File: src/rtl/micro_seq_pkg.sv
// micro_seq_pkg: shared types and constants for the microprogram sequencer.
// Holds the sequencer state enum, the micro-address width, the named
// micro-addresses of the control store and the opcode numbering.
package micro_seq_pkg;

    localparam int ADDR_W   = 5;
    localparam int OPCODE_W = 5;
    localparam int COUNT_W  = 16;

    typedef logic [ADDR_W-1:0]   uaddr_t;
    typedef logic [OPCODE_W-1:0] opcode_t;

    typedef enum logic [1:0] {
        ST_IDLE = 2'd0,
        ST_RUN  = 2'd1,
        ST_WAIT = 2'd2,
        ST_DONE = 2'd3
    } seq_state_t;

    // Fixed points of the microprogram
    localparam uaddr_t FETCH1    = 5'd0;
    localparam uaddr_t FETCH2    = 5'd1;
    localparam uaddr_t OPEND1    = 5'd26;
    localparam uaddr_t NOP_ADDR  = 5'd31;

    // Microinstructions that touch memory and may have to wait for it
    localparam uaddr_t LOAD1     = 5'd19;
    localparam uaddr_t STORE1    = 5'd21;
    localparam uaddr_t STORE2    = 5'd22;

    // Entry points of the instruction routines
    localparam uaddr_t UA_RSTALL = 5'd2;
    localparam uaddr_t UA_CONST  = 5'd3;
    localparam uaddr_t UA_MOV    = 5'd4;
    localparam uaddr_t UA_SIZE   = 5'd5;
    localparam uaddr_t JMPNZY1   = 5'd9;
    localparam uaddr_t JMPNZN1   = 5'd11;
    localparam uaddr_t UA_OP4    = 5'd12;
    localparam uaddr_t UA_OP5    = 5'd13;
    localparam uaddr_t UA_ADDX   = 5'd14;
    localparam uaddr_t UA_ADDY   = 5'd15;
    localparam uaddr_t UA_ADD    = 5'd16;
    localparam uaddr_t UA_SUB    = 5'd17;
    localparam uaddr_t UA_MUL    = 5'd18;
    localparam uaddr_t UA_INCI   = 5'd24;
    localparam uaddr_t UA_RSTI   = 5'd25;

    // Opcode numbering; 17..31 are undefined
    localparam opcode_t OP_CONST  = 5'd0;
    localparam opcode_t OP_MOV    = 5'd1;
    localparam opcode_t OP_SIZE   = 5'd2;
    localparam opcode_t OP_JMPNZ  = 5'd3;
    localparam opcode_t OP_4      = 5'd4;
    localparam opcode_t OP_5      = 5'd5;
    localparam opcode_t OP_ADDX   = 5'd6;
    localparam opcode_t OP_ADDY   = 5'd7;
    localparam opcode_t OP_ADD    = 5'd8;
    localparam opcode_t OP_SUB    = 5'd9;
    localparam opcode_t OP_MUL    = 5'd10;
    localparam opcode_t OP_LOAD   = 5'd11;
    localparam opcode_t OP_STORE  = 5'd12;
    localparam opcode_t OP_INCI   = 5'd13;
    localparam opcode_t OP_RSTI   = 5'd14;
    localparam opcode_t OP_END    = 5'd15;
    localparam opcode_t OP_RSTALL = 5'd16;

    // True for microinstructions that must see mem_ready before advancing
    function automatic logic is_mem_uinst(input uaddr_t a);
        return (a == LOAD1) || (a == STORE1) || (a == STORE2);
    endfunction

endpackage

File: src/rtl/micro_sequencer_if.sv
// micro_sequencer_if: control-unit side of the sequencer (start, opcode,
// flags, control-store next field, memory ready) and its status outputs.
// uinst_count exists only when MSEQ_PERF_EN is defined.
interface micro_sequencer_if;
    import micro_seq_pkg::*;

    logic    start;
    opcode_t opcode;
    logic    z_flag;
    uaddr_t  cs_next;
    logic    mem_ready;

    uaddr_t  addr;
    logic    running;
    logic    done;
    logic    illegal_op;
`ifdef MSEQ_PERF_EN
    logic [COUNT_W-1:0] uinst_count;
`endif

`ifdef MSEQ_PERF_EN
    // Control unit side: drives the sequencing inputs, observes status
    modport master (
        output start, opcode, z_flag, cs_next, mem_ready,
        input  addr, running, done, illegal_op, uinst_count
    );

    // Sequencer side
    modport slave (
        input  start, opcode, z_flag, cs_next, mem_ready,
        output addr, running, done, illegal_op, uinst_count
    );
`else
    // Control unit side: drives the sequencing inputs, observes status
    modport master (
        output start, opcode, z_flag, cs_next, mem_ready,
        input  addr, running, done, illegal_op
    );

    // Sequencer side
    modport slave (
        input  start, opcode, z_flag, cs_next, mem_ready,
        output addr, running, done, illegal_op
    );
`endif

endinterface

File: src/rtl/micro_dispatch.sv
// micro_dispatch: combinational opcode decode used at FETCH2. Maps the
// opcode (and Z flag for JMPNZ) to the first micro-address of the routine,
// flagging undefined opcodes and sending them back to FETCH1.
module micro_dispatch
    import micro_seq_pkg::*;
(
    input  opcode_t opcode,
    input  logic    z_flag,
    output uaddr_t  target,
    output logic    illegal
);

    // Opcode to routine entry point; anything unlisted is undecodable
    always_comb begin
        target  = FETCH1;
        illegal = 1'b0;
        case (opcode)
            OP_CONST:  target = UA_CONST;
            OP_MOV:    target = UA_MOV;
            OP_SIZE:   target = UA_SIZE;
            OP_JMPNZ:  target = z_flag ? JMPNZN1 : JMPNZY1;
            OP_4:      target = UA_OP4;
            OP_5:      target = UA_OP5;
            OP_ADDX:   target = UA_ADDX;
            OP_ADDY:   target = UA_ADDY;
            OP_ADD:    target = UA_ADD;
            OP_SUB:    target = UA_SUB;
            OP_MUL:    target = UA_MUL;
            OP_LOAD:   target = LOAD1;
            OP_STORE:  target = STORE1;
            OP_INCI:   target = UA_INCI;
            OP_RSTI:   target = UA_RSTI;
            OP_END:    target = OPEND1;
            OP_RSTALL: target = UA_RSTALL;
            default:   illegal = 1'b1;
        endcase
    end

endmodule

File: src/rtl/micro_sequencer.sv
// micro_sequencer: registers the current micro-address for the control
// store and picks the next one from the ROM next field, the opcode
// dispatch, the Z flag and memory readiness.
// Optional: define MSEQ_PERF_EN to add the uinst_count performance counter.
module micro_sequencer
    import micro_seq_pkg::*;
(
    input  logic             clk,
    input  logic             rst,
    micro_sequencer_if.slave bus
);

    seq_state_t state_reg, state_next;
    uaddr_t     addr_reg, addr_next;
    logic       illegal_reg, illegal_next;

    uaddr_t     disp_target;
    logic       disp_illegal;

    micro_dispatch u_dispatch (
        .opcode  (bus.opcode),
        .z_flag  (bus.z_flag),
        .target  (disp_target),
        .illegal (disp_illegal)
    );

    // State, micro-address and illegal pulse registers
    always_ff @(posedge clk or posedge rst) begin
        if (rst) begin
            state_reg   <= ST_IDLE;
            addr_reg    <= NOP_ADDR;
            illegal_reg <= 1'b0;
        end else begin
            state_reg   <= state_next;
            addr_reg    <= addr_next;
            illegal_reg <= illegal_next;
        end
    end

    // Next state and next micro-address, rules checked in priority order
    always_comb begin
        state_next   = state_reg;
        addr_next    = addr_reg;
        illegal_next = 1'b0;
        case (state_reg)
            ST_IDLE, ST_DONE: begin
                addr_next = NOP_ADDR;
                if (bus.start) begin
                    state_next = ST_RUN;
                    addr_next  = FETCH1;
                end
            end
            ST_RUN: begin
                if (addr_reg == NOP_ADDR) begin
                    // Execution should never land on the NOP slot
                    illegal_next = 1'b1;
                    addr_next    = FETCH1;
                end else if (addr_reg == OPEND1) begin
                    state_next = ST_DONE;
                    addr_next  = NOP_ADDR;
                end else if (is_mem_uinst(addr_reg) && !bus.mem_ready) begin
                    state_next = ST_WAIT;
                end else if (addr_reg == FETCH2) begin
                    addr_next    = disp_target;
                    illegal_next = disp_illegal;
                end else begin
                    addr_next = bus.cs_next;
                end
            end
            ST_WAIT: begin
                // The held address keeps the ROM word, so cs_next is still valid
                if (bus.mem_ready) begin
                    state_next = ST_RUN;
                    addr_next  = bus.cs_next;
                end
            end
            default: begin
                state_next = ST_IDLE;
                addr_next  = NOP_ADDR;
            end
        endcase
    end

    // Status outputs decoded from the current state
    always_comb begin
        bus.running = (state_reg == ST_RUN) || (state_reg == ST_WAIT);
        bus.done    = (state_reg == ST_DONE);
    end

    assign bus.addr       = addr_reg;
    assign bus.illegal_op = illegal_reg;

`ifdef MSEQ_PERF_EN
    logic               accept_start;
    logic               advance;
    logic [COUNT_W-1:0] count_reg;

    // A cycle counts when the sequencer moves on: any RUN cycle except the
    // one that stalls into WAIT, plus the WAIT cycle that releases
    assign accept_start = ((state_reg == ST_IDLE) || (state_reg == ST_DONE)) && bus.start;
    assign advance = ((state_reg == ST_RUN) && !(is_mem_uinst(addr_reg) && !bus.mem_ready))
                   || ((state_reg == ST_WAIT) && bus.mem_ready);

    // Saturating executed-microinstruction counter, cleared per program run
    always_ff @(posedge clk or posedge rst) begin
        if (rst) begin
            count_reg <= '0;
        end else if (accept_start) begin
            count_reg <= '0;
        end else if (advance && (count_reg != {COUNT_W{1'b1}})) begin
            count_reg <= count_reg + 1'b1;
        end
    end

    assign bus.uinst_count = count_reg;
`endif

endmodule
File: src/flat_wrapper.sv
// flat-port wrapper written by rule: the top's interface ports become plain ports
module micro_sequencer_flat import micro_seq_pkg::*;
  (clk, rst, bus_start, bus_opcode, bus_z_flag, bus_cs_next, bus_mem_ready, bus_addr, bus_running, bus_done, bus_illegal_op);
  micro_sequencer_if bus_i ();
  input  logic clk;
  input  logic rst;
  input wire logic [$bits(bus_i.start)-1:0] bus_start;
  input wire logic [$bits(bus_i.opcode)-1:0] bus_opcode;
  input wire logic [$bits(bus_i.z_flag)-1:0] bus_z_flag;
  input wire logic [$bits(bus_i.cs_next)-1:0] bus_cs_next;
  input wire logic [$bits(bus_i.mem_ready)-1:0] bus_mem_ready;
  output wire logic [$bits(bus_i.addr)-1:0] bus_addr;
  output wire logic [$bits(bus_i.running)-1:0] bus_running;
  output wire logic [$bits(bus_i.done)-1:0] bus_done;
  output wire logic [$bits(bus_i.illegal_op)-1:0] bus_illegal_op;
  assign bus_i.start = bus_start;
  assign bus_i.opcode = bus_opcode;
  assign bus_i.z_flag = bus_z_flag;
  assign bus_i.cs_next = bus_cs_next;
  assign bus_i.mem_ready = bus_mem_ready;
  assign bus_addr = bus_i.addr;
  assign bus_running = bus_i.running;
  assign bus_done = bus_i.done;
  assign bus_illegal_op = bus_i.illegal_op;
  micro_sequencer u_core (.clk(clk), .rst(rst), .bus(bus_i));
endmodule
File: config.mk
export PLATFORM = sky130hd
export DESIGN_NAME = micro_sequencer_flat
export DESIGN_NICKNAME = d
export VERILOG_FILES = /design/src/rtl/micro_seq_pkg.sv /design/src/rtl/micro_sequencer_if.sv /design/src/rtl/micro_dispatch.sv /design/src/rtl/micro_sequencer.sv /design/src/flat_wrapper.sv
export SDC_FILE = /design/constraint.sdc
export NUM_CORES = 1
export LEC_CHECK = 0
export CAP_MARGIN = 15
export CORE_AREA = 3 3 48 50
export CTS_BUF_LIST = sky130_fd_sc_hd__clkbuf_8
export DETAILED_ROUTE_END_ITERATION = 8
export DIE_AREA = 0 0 51 53
export HOLD_SLACK_MARGIN = 0.08
export PLACE_DENSITY_LB_ADDON = 0.1
export SYNTH_ARGS = -nofsm -noshare
export SYNTH_HDL_FRONTEND = slang
export SYNTH_SLANG_ARGS = --single-unit
File: constraint.sdc
create_clock -name clk -period 2.1 [get_ports clk]
set_clock_uncertainty 0.2 [all_clocks]
set_input_delay 0.21 -clock clk [delete_from_list [all_inputs] [get_ports clk]]
set_output_delay 0.21 -clock clk [all_outputs]
set_load 0.005 [all_outputs]
==> results of run 1 <==
[through the flow]
step	TNS, ps	power, mW
after floorplan	0	0.876
after global placement	0	1.22
after detailed placement	-71.0	1.22
after CTS	0	1.42
after global routing	-54.4	1.57
final	0	1.46
[cell usage after synthesis, drive strengths merged (3+ instances only)]
master,count
and3,3
nor2,5
dfrtp,3
o21ai,5
clkbuf,3
nand2,12
ha,3
nand2b,4
a21oi,11
nor3,3
inv,8
dfstp,5
buf,4
[cell type report]
| class | instances | share of cell area |
|---|---|---|
| multi-input combinational | 81 | 0.492 |
| timing repair buffer | 29 | 0.242 |
| sequential | 8 | 0.174 |
| clock buffer | 3 | 0.0348 |
| tap | 27 | 0.0285 |
| inverter | 8 | 0.0253 |
| clock inverter | 1 | 0.00316 |
[power by group through the flow]
stage          combinational [mW]  clock [mW]  sequential [mW]
6_report                    0.888       0.195            0.382
5_1_grt                     0.972       0.205            0.398
4_1_cts                     0.854       0.196            0.375
3_5_place_dp                0.840           0            0.377
3_3_place_gp                0.838           0            0.378
2_1_floorplan               0.570           0            0.306
[routing by layer]
| metal | routed length, um | global-route usage | share of wire |
|---|---|---|---|
| met4 | 34 | 0.0807 | 0.015 |
| met3 | 165 | 0.0451 | 0.075 |
| met5 | 0 | 0 | 0 |
| met1 | 954 | 0.235 | 0.43 |
| met2 | 1040 | 0.288 | 0.47 |
[worst max-delay path by stage]
stage / slack, ps / cells after the start / from / end
2_1_floorplan: 10 / 6 / u_core.bus.addr[4] / u_core.bus.addr[2]
3_3_place_gp: 30 / 6 / bus_mem_ready / u_core.bus.addr[4]
3_5_place_dp: -40 / 6 / bus_mem_ready / u_core.bus.addr[4]
4_1_cts: 30 / 6 / u_core.bus.addr[0] / u_core.bus.addr[4]
5_1_grt: -30 / 5 / u_core.bus.addr[0] / u_core.bus.addr[0]
6_report: 50 / 5 / u_core.bus.addr[0] / u_core.bus.addr[0]
[what timing repair did]
item	in CTS	in global routing
hold buffers	1	0
pin swaps	0	3
endpoints found under the hold margin	3	0
setup endpoints to repair	1	6
resized for setup	1	6
gates cloned	0	0
[logic make-up after synthesis]
| group | after synthesis | share of synthesized area |
|---|---|---|
| AO/OA/AOI/OAI | 36 | 0.333 |
| buffers and inverters | 15 | 0.0779 |
| adder cells (fa/ha/maj) | 3 | 0.0458 |
| flip-flops | 8 | 0.252 |
| XOR/XNOR | 2 | 0.0214 |
| AND/OR/NAND/NOR | 40 | 0.270 |
==> run metrics, run 1 <==
DRT Pass-1 Iters=4; clk buf depth=2; H-tree levels=1; Combinational Power Share=0.606; Synth Net Count=approximately 120; hold path endpoint=u_core.state_reg[0]; HPWL Detailed=1.66 mm; Cell Count, Final, Fillers Out=157; Post-synth EDFFs=0; TritonCTS clock tree=done; share of cells above drive strength 1=0.200; post-synthesis sequential area ratio=0.252; pin count of the biggest net entering global routing=11; Sw Share=0.412; Critical Path End Type=flop; count of input and output buffers=22; Wirelength per Cell=14.0 um; Final ANT Viol Nets=0; hold depth=1; Inserted Diodes=0; synthesized instance count=104; Min-Delay Path Class=reg -> reg; area leader, netlist=dfstp_2; initial antenna violation count=0; worst path bufs/invs=0; CP max FO=4; core outline area=0.00194 mm^2; clock power share=0.133; Finish-stage setup viols=0; Yosys reg bits=8; Worst Setup Start Kind=flop; full die area=around 0.0027 mm^2; hold slack=365 ps; num rows=16; GRT overflow=0; CP required=2060 ps; Die H=53 um; Placement Cell Area=0.00110 mm^2; Reg area=206 um^2; Starting DRT DRC Count=33; first-pass GRT wire length=3.59 mm; CP Class=reg -> reg; post-layout net count=149; Final Max Slew Viols=0; r2r startpoint=u_core.bus.addr[0]; Pint=0.861 mW; max-cap violations=0; CP delay by family, top=simple AND/OR/NAND/NOR gates; Synth area leaders=dfstp_2 (16%), dfrtp_1 (9.2%), a21oi_1 (6.7%), nand2_1 (5.5%), ha_1 (4.6%); Inst Count DP=152; Pleak=0.478 nW; area delta synth->final=44.9%; clock slew at reported path FFs=~40 ps; Most used DFF post-synth=dfstp_2; Via density=5.61; WP data arrival=2010 ps; critical path's largest stage delay=570 ps; clock sink total=8; Finished Cell Area=0.00119 mm^2; Initial Utilization=0.422; most common cell after layout, fill and taps aside=clkdlybuf4s50_1; Post-Place Setup Slack=-37.8 ps; Post-synth ARST share=1.00; commonest non-fill, non-tap cells in the layout=clkdlybuf4s50_1 (22), nand2_1 (12), a21oi_1 (11), inv_1 (8); Root Buffer=clkbuf_8; share of the synthesized area in the top cell type=0.160; vias in the first global route=769; net load switching power=0.603 mW; fill cell count=192; Max Clk Rate=0.487 GHz; Largest register FFs=5; DRC=0; Netlist Area Pre-Place=820 um^2; hold_sp=u_core.state_reg[0]; RSZ-0062 raised after global routing=yes; Worst R2R Path Depth=5; flop-to-flop setup slack=around 48 ps; mean area per synthesized cell=7.88 um^2; P per Cell Area=approximately 1200 mW/mm^2; slowest CP cell=dfstp_2; Hold Violations, Final=0; Ports=23; gr usage total=0.183; post-synthesis cell type count=44; multi-input logic area=584 um^2; crit path cell chain=or3b_4 > or3_1 > a21oi_1 > o21ai_1 > a32o_1; via count=880; gpl congestion=0.917; Final Cycle Share=0.977; Rel. slew slack=0.745; die width=51 um; Warnings, synthesis=0; postcts setup bufs=0; drt total wl=2.20 mm; worst vdd ir=approximately 0.74 mV; worst skew pair latency=230 ps; CTS buffer count=3; final worst slack=between 40 and 50 ps; sequential share of power=0.261; Final min period=between 2000 and 2500 ps; status=complete, no violations; final core area utilization=0.611; worst slew pin tran=381 ps; R2R Path End=u_core.bus.addr[0]
No activity file was read; power rests on OpenSTA's default activity.
==> run 2: changes to the inputs <==
CORE_AREA = 2 2 47 49   (was 3 3 48 50)
DIE_AREA = 0 0 49 51   (was 0 0 51 53)
==> run 2 against run 1 <==
Effect of this change:
- total power grew 2.1%
- die area shrank 7.5%
- sequential power grew 2%
- fmax grew 0.11%
- clock power shrank 2%
- core utilization shrank 2.7 points
- via count shrank 1.3%
- critical path type unchanged
- critical endpoint is now u_core.bus.addr[1]
- largest cell class unchanged
- highest routed layer unchanged
==> run metrics, run 2 (synthesis gave the netlist of run 1 again) <==
share of cells above drive strength 1=0.221 (+0.0214); Cell Count, Final, Fillers Out=159 (+1.3%); Finished Cell Area=0.00120 mm^2 (+1.5%); Starting DRT DRC Count=26 (-21%); M1 wire length=1.04 mm (+9.4%); Post-Place Setup Slack=-26.0 ps (+11.8 ps); Worst Setup Start Kind=flop; Rel. slew slack=0.752 (+0.00709); clk buf depth=2 (unchanged); drt total wl=2.18 mm (-0.68%); gpl congestion=0.839 (-8.5%); Hold Violations, Final=0 (unchanged); Combinational Power Share=0.613 (+0.007); commonest non-fill, non-tap cells in the layout=clkdlybuf4s50_1 (22), nand2_1 (12), a21oi_1 (10), inv_1 (8), buf_4 (6); PnR Total Power=1.49 mW (+2.1%); Min-Delay Path Class=reg -> reg; HPWL Detailed=1.64 mm (-1.3%); final core area utilization=0.584 (-0.0275); Initial Utilization=0.397 (-0.0248); Via density=5.47 (-2.5%); worst slew pin tran=371 ps (-10.6 ps); core outline area=0.00206 mm^2 (+6.3%); gr usage total=0.190 (+0.00728); DRT Pass-1 Iters=4 (unchanged); Final Cycle Share=0.976 (-0.00105); TritonCTS clock tree=done; num rows=17 (+1); Final min period=2050 ps (-2.21 ps); CTS buffer count=3 (unchanged); status=complete, no violations; worst skew pair latency=230 ps (about the same); Wirelength per Cell=13.7 um (-1.9%); H-tree levels=1 (unchanged); Critical Path End Type=flop; Largest register FFs=5 (unchanged); vias in the first global route=826 (+7.4%); Ports=23 (unchanged); CP required=2060 ps (about the same); Final TNS setup=0 ps (unchanged); Die H=51 um (-3.8%); clock sink total=8 (unchanged); Inserted Diodes=0 (unchanged); CP Class=reg -> reg; pin count of the biggest net entering global routing=11 (unchanged); Inst Count DP=153 (+0.66%); GRT overflow=0 (unchanged); first-pass GRT wire length=3.68 mm (+2.5%); Max Clk Rate=0.488 GHz (+0.11%); count of input and output buffers=22 (unchanged); Final ANT Viol Nets=0 (unchanged); DRC=0 (unchanged); die width=49 um (-3.9%); RSZ-0062 raised after global routing=yes; clock slew at reported path FFs=40 ps (about the same); Final Max Slew Viols=0 (unchanged); Pint=0.886 mW (+2.9%); via count=869 (-1.3%); P per Cell Area=1240 mW/mm^2 (+0.58%); post-layout net count=150 (+0.67%); clock power share=0.128 (-0.005); net load switching power=0.609 mW (+0.86%); met3 routed WL=72 um (-56%); WP data arrival=2010 ps (about the same); area delta synth->final=47.0%; Pleak=0.487 nW (+1.7%); CP max FO=4 (unchanged); Sw Share=0.407 (-0.00485); max-cap violations=0 (unchanged); final worst slack=50.1 ps (+2.21 ps); most common cell after layout, fill and taps aside=clkdlybuf4s50_1; initial antenna violation count=0 (unchanged); worst vdd ir=0.704 mV (-5.4%); sequential share of power=0.260 (about the same); Placement Cell Area=0.00110 mm^2 (+0.11%); top routing layer in use=met4; full die area=0.00250 mm^2 (-7.5%); Root Buffer=clkbuf_8; Finish-stage setup viols=0 (unchanged); routed wl met2=1.01 mm (-2.7%); hold slack=371 ps (+6.09 ps); fill cell count=198 (+3.1%)
run 2: cell types whose count changed in the layout (fill, tap and decap cells not counted), sizes merged:
cell	change
buf	+1
run 2: worst paths after layout:
| path | from | end | slack, ps | depth (start not counted) |
|---|---|---|---|---|
| worst min register to register | u_core.state_reg[0] | u_core.state_reg[0] | 370 | 1 |
| worst min-delay path | u_core.state_reg[0] | u_core.state_reg[0] | 370 | 1 |
| min in group asynchronous | rst | u_core.state_reg[1] | 600 | 3 |
| worst max-delay path | u_core.bus.addr[0] | u_core.bus.addr[1] | 50 | 5 |
| worst max register to register | u_core.bus.addr[0] | u_core.bus.addr[1] | 50 | 5 |
| max in group asynchronous | rst | u_core.bus.addr[1] | 800 | 3 |
run 2: final cells by class:
class | count | area [um^2] | area share
multi-input combinational | 81 | 593 | 0.492
timing repair buffer | 30 | 295 | 0.245
sequential | 8 | 206 | 0.171
clock buffer | 3 | 41.3 | 0.0343
tap | 28 | 35.0 | 0.0291
inverter | 8 | 30.0 | 0.0249
clock inverter | 1 | 3.75 | 0.00312
run 2: power groups by stage:
stage / registers, mW / clock network, mW / logic (mW)
floorplan: 0.306 / 0 / 0.570
global placement: 0.380 / 0 / 0.843
detailed placement: 0.377 / 0 / 0.839
CTS: 0.377 / 0.196 / 0.852
global route: 0.402 / 0.201 / 0.999
finish: 0.388 / 0.191 / 0.916
run 2: repair_timing:
action,4_1_cts,5_1_grt
pin swaps,0,3
hold buffers,1,0
setup endpoints to repair,1,6
setup buffers,0,1
cloned,0,0
resized for setup,1,8
endpoints found under the hold margin,3,0
run 2: routing by layer:
metal / vias up / GRT usage
met5: - / 0
met4: 0 / 0.0762
met3: 6 / 0.0380
met2: 21 / 0.317
met1: 405 / 0.241
li1: 437 / -
run 2: critical path: stages (launching register included):
cell and delay, ps:
dfstp_2 560, or3b_4 420, o41ai_1 250, nand2_1 90, a41o_1 210, a32o_1 240
